--- src/rtl/countdown_ctrl.sv ---
`default_nettype none
// ============================================================================
// Module   : countdown_ctrl
// Brief    : Programmable countdown timer with prescaler, pause, abort and
//            optional auto-reload; emits a one-cycle done pulse at terminal count.
// Revision : 1.0 - initial release
// ============================================================================
module countdown_ctrl #(
    parameter int WIDTH   = 4,
    parameter int PRESC_W = 4
) (
    input  logic               clk,
    input  logic               reset,
    input  logic               start,
    input  logic [WIDTH-1:0]   load_val,
    input  logic [PRESC_W-1:0] prescale,
    input  logic               auto_reload,
    input  logic               pause,
    input  logic               abort,
    output logic [WIDTH-1:0]   out,
    output logic               busy,
    output logic               paused,
    output logic               done
);

    localparam logic [1:0] c_st_idle   = 2'd0;
    localparam logic [1:0] c_st_run    = 2'd1;
    localparam logic [1:0] c_st_paused = 2'd2;

    logic [1:0]         r_state;
    logic [WIDTH-1:0]   r_out;
    logic [PRESC_W-1:0] r_pcnt;
    logic [WIDTH-1:0]   r_load;
    logic [PRESC_W-1:0] r_presc;
    logic               r_auto;
    logic               r_done;

    logic [1:0]         w_state_nxt;
    logic [WIDTH-1:0]   w_out_nxt;
    logic [PRESC_W-1:0] w_pcnt_nxt;
    logic [WIDTH-1:0]   w_load_nxt;
    logic [PRESC_W-1:0] w_presc_nxt;
    logic               w_auto_nxt;
    logic               w_done_nxt;

    always_ff @(posedge clk) begin
        if (reset) begin
            r_state <= c_st_idle;
            r_out   <= '0;
            r_pcnt  <= '0;
            r_load  <= '0;
            r_presc <= '0;
            r_auto  <= 1'b0;
            r_done  <= 1'b0;
        end else begin
            r_state <= w_state_nxt;
            r_out   <= w_out_nxt;
            r_pcnt  <= w_pcnt_nxt;
            r_load  <= w_load_nxt;
            r_presc <= w_presc_nxt;
            r_auto  <= w_auto_nxt;
            r_done  <= w_done_nxt;
        end
    end

    always_comb begin
        w_state_nxt = r_state;
        w_out_nxt   = r_out;
        w_pcnt_nxt  = r_pcnt;
        w_load_nxt  = r_load;
        w_presc_nxt = r_presc;
        w_auto_nxt  = r_auto;
        w_done_nxt  = 1'b0;

        if (abort) begin
            w_state_nxt = c_st_idle;
            w_out_nxt   = '0;
            w_pcnt_nxt  = '0;
        end else if (start) begin
            w_state_nxt = c_st_run;
            w_out_nxt   = load_val;
            w_pcnt_nxt  = '0;
            w_load_nxt  = load_val;
            w_presc_nxt = prescale;
            w_auto_nxt  = auto_reload;
        end else begin
            case (r_state)
                c_st_idle: ;
                c_st_run, c_st_paused: begin
                    if (pause) begin
                        w_state_nxt = c_st_paused;
                    end else begin
                        // Leaving PAUSED counts on the same edge so no cycle is lost.
                        w_state_nxt = c_st_run;
                        if (r_pcnt == r_presc) begin
                            w_pcnt_nxt = '0;
                            if (r_out != '0) begin
                                w_out_nxt = r_out - WIDTH'(1);
                            end else begin
                                w_done_nxt = 1'b1;
                                if (r_auto) begin
                                    w_out_nxt = r_load;
                                end else begin
                                    w_state_nxt = c_st_idle;
                                end
                            end
                        end else begin
                            w_pcnt_nxt = r_pcnt + PRESC_W'(1);
                        end
                    end
                end
                default: w_state_nxt = c_st_idle;
            endcase
        end
    end

    assign out    = r_out;
    assign done   = r_done;
    assign busy   = (r_state == c_st_run) || (r_state == c_st_paused);
    assign paused = (r_state == c_st_paused);

endmodule
`default_nettype wire

--- config.mk ---
export PLATFORM = sky130hd
export DESIGN_NAME = countdown_ctrl
export DESIGN_NICKNAME = d
export VERILOG_FILES = /design/src/rtl/countdown_ctrl.sv
export SDC_FILE = /design/constraint.sdc
export NUM_CORES = 1
export LEC_CHECK = 0
export BUFFER_PORTS_ARGS = -buffer_cell sky130_fd_sc_hd__buf_4
export CAP_MARGIN = 5
export CORE_MARGIN = 4
export CORE_UTILIZATION = 48
export DETAILED_ROUTE_END_ITERATION = 8
export PLACE_DENSITY = 0.81
export SETUP_SLACK_MARGIN = 0.5
export SYNTH_ARGS = -nofsm -noshare
export SYNTH_HDL_FRONTEND = slang
export SYNTH_SLANG_ARGS = --single-unit
export TNS_END_PERCENT = 50
--- constraint.sdc ---
create_clock -name clk -period 1.6 [get_ports clk]
set_clock_uncertainty 0.15 [all_clocks]
set_input_delay 0.32 -clock clk [delete_from_list [all_inputs] [get_ports clk]]
set_output_delay 0.32 -clock clk [all_outputs]
set_load 0.01 [all_outputs]
==> flow_metrics.py <==
metrics = {
    "job": {
        "maxCapViolations": 0,
    },
    "detailed_routing": {
        "drtAntennaViolNets": 0,
        "viasPerCell": 5.64,
        "drt_wl_total_mm": 2.60,
        "wl_per_cell_um": 13.8,
        "num_vias": 1060,
        "drc": 0,
        "dr.pass1.iters": 4,
        "drtIter0Drc": 34,
    },
    "logic_synthesis": {
        "synth_common_cells": "nand2_1 (26), dfxtp_1 (20), a21oi_1 (18)",
        "synth_warnings": 0,
        "synth_area_leaders": "dfxtp_1 (38%), nand2_1 (9.3%), a21oi_1 (8.6%)",
        "seq_area_frac_synth": 0.380,
        "synth_top_area_cell": "dfxtp_1",
        "synth_top_cell_area_share": 0.380,
        "syn_inst": 126,
        "synth_enable_flop_cells": 0,
        "yosysMostFrequentCell": "nand2_1",
        "syn_area_um2": 1050,
        "syn_area_per_cell_um2": 8.35,
        "synth-main-ff-cell": "dfxtp_1",
        "syn-num-nets": 144,
        "synth_cell_type_count": 35,
        "async_flop_share": 0,
        "synth-seq-cells": 20,
    },
    "global_routing": {
        "gr-total-overflow": 0,
        "grtUsageTotal": 0.199,
        "grt_max_degree": 15,
        "antenna_found_initial": 0,
        "grt_pass1_vias": 973,
        "grt_first_pass_wirelength_mm": 4.32,
    },
    "cells_and_area": {
        "fin_area_um2": 1490,
        "multi_input_area_um2": 687,
        "final_layout_size_suffix_gt1_frac": 0.472,
        "ff_latch_area_um2": 412,
        "syn2layout_area_growth_pct": 41.9,
        "antennaDiodeCount": 0,
        "nNetsFinal": 181,
        "fill_cells": 149,
    },
    "worst_setup_path": {
        "path_max_fanout": 8,
        "slowest_stage": "nor4_4",
        "worst-path-buf-inv": 1,
        "worst_ep_arrival_time_ns": 1.80,
        "required_ns": 1.70,
        "r2r_setup_slack_ns": -0.10,
        "r2r_cells": 5,
        "max_stage_delay_ns": 0.46,
        "startpoint": "r_presc[1]",
        "crit_family": "simple AND/OR/NAND/NOR gates",
        "cp-end-kind": "register",
        "r2r-start": "r_presc[1]",
        "worst_setup_path_start_kind": "register",
        "criticalPathCategory": "reg2reg",
        "r2r-end": "out[3]",
        "cp_cell_sequence": "xor2_1, nor4_4, buf_4, a31o_1, a32o_2",
    },
    "timing": {
        "min_period_ns": 1.70,
        "finalHoldViolCount": 0,
        "final.setup.worst_slack_ns": -0.102,
        "slew_violations": 0,
        "setup_violations": 7,
        "hold_ws_ns": 0.0762,
        "post-route-period-util": 1.06,
        "max_freq_ghz": 0.588,
        "slew_headroom": 0.716,
        "rsz0062_at_grt": "true",
        "worst_pin_slew_ns": 0.422,
    },
    "cts": {
        "insertion_delay_ns": 0.30,
        "clock-sinks": 20,
        "htreeDepth": 1,
        "clkSlewWorstSetupHoldPaths_ns": 0.11,
        "tritoncts": "yes",
        "clockRootBuffer": "clkbuf_4",
        "clk_path_buf_depth": 2,
        "cts_buffers": 3,
    },
    "place": {
        "place.gp.congestion": 0.862,
        "placed_area_um2": 1370,
        "hpwl_mm": 2.02,
        "io_buffers": 20,
    },
    "worst_hold_path": {
        "worst_hold_path_type": "in2reg",
        "holdCritStartpoint": "abort",
        "holdPathStages": 2,
        "min_to": "r_state[0]",
    },
    "die": {
        "ios": 21,
        "die_w_um": 54.8,
        "dieArea_um2": 3010,
        "coreArea_um2": 2020,
        "dieHeight_um": 54.8,
        "initial_core_util": 0.520,
        "placementRows": 16,
    },
    "status": {
        "outcome": "finished, violations left",
        "violations": "negative setup slack",
    },
    "power_and_ir_drop": {
        "p_per_area_nw_per_um2": 653,
        "vdd_drop_max_mv": 0.492,
        "p_leak_uw": 0.000620,
    },
}
-- worst max path at each step --
stage | endpoint | slack, ns | cells past startpoint
after global placement | r_pcnt[2] | -0.02 | 5
after CTS | r_pcnt[2] | -0.08 | 5
final | out[3] | -0.10 | 5
after detailed placement | r_pcnt[2] | -0.06 | 5
after floorplan | out[3] | -0.07 | 5
after global routing | out[3] | -0.21 | 5
-- worst register-to-register path, cell delays in order (launching register included) --
cell	delay, ns
dfxtp_2	0.34
xor2_1	0.17
nor4_4	0.46
buf_4	0.23
a31o_1	0.14
a32o_2	0.16
-- routing by layer --
layer  vias to the layer above  global-route usage  share of wire
li1                        515                   -              -
met5                         -                   0              0
met3                         5              0.0272          0.060
met2                        49               0.335           0.50
met4                         0              0.0747          0.015
met1                       491               0.255           0.42
-- cell usage in the layout, fill, tap and decap left out, types with 4 or more instances in the layout --
master,count
buf_4,29
nand2_1,26
a21oi_1,16
dfxtp_1,11
dfxtp_2,9
buf_6,9
inv_2,4
-- state kept, by name, indices dropped and copies added, names as in the netlist --
signal / count
r_auto: 1
done: 1
r_presc: 4
r_load: 4
out: 4
r_state: 2
r_pcnt: 4
-- logic make-up (layout without fill, tap and decap cells) --
group / Yosys count / after routing / share of synthesized area
flip-flops: 20 / 20 / 0.380
multiplexers: 1 / 1 / 0.00951
adder cells (fa/ha/maj): 4 / 4 / 0.0476
XOR/XNOR: 4 / 4 / 0.0333
buffers and inverters: 11 / 46 / 0.0464
AO/OA/AOI/OAI: 33 / 33 / 0.207
AND/OR/NAND/NOR: 53 / 53 / 0.276
-- timing repair --
action / 4_1_cts / 5_1_grt
gates resized for setup: 20 / 7
hold buffers: 0 / 0
pin swaps: 8 / 11
hold endpoints to repair: 0 / 0
endpoints found under the setup margin: 23 / 18
gates cloned: 0 / 0
buffers inserted: 1 / 0
-- cell type report --
cell class,count,area share
tap,27,0.0226
inverter,5,0.0126
multi-input combinational,95,0.460
sequential,20,0.276
timing repair buffer,38,0.214
clock buffer,3,0.0151
-- per-stage QoR --
step | setup TNS [ns] | utilization | worst slack [ns] | total power (uW) | cells
global placement | -0.0303 | 0.678 | -0.0191 | 721 | 184
finish | -0.411 | 0.738 | -0.102 | 974 | 188
detailed placement | -0.253 | 0.678 | -0.0634 | 729 | 184
CTS | -0.278 | 0.726 | -0.0755 | 969 | 188
floorplan | -0.151 | - | -0.0715 | 646 | 126
global route | -1.40 | 0.738 | -0.206 | 1030 | 188
-- power breakdown --
group          switching (uW)  total (uW)  internal (uW)  leakage, uW
sequential               14.3         528            514     0.000167
clock                     152         239           87.9    0.0000138
combinational            97.7         207            109     0.000439
Note: power is estimated with default switching activity, not from simulation.
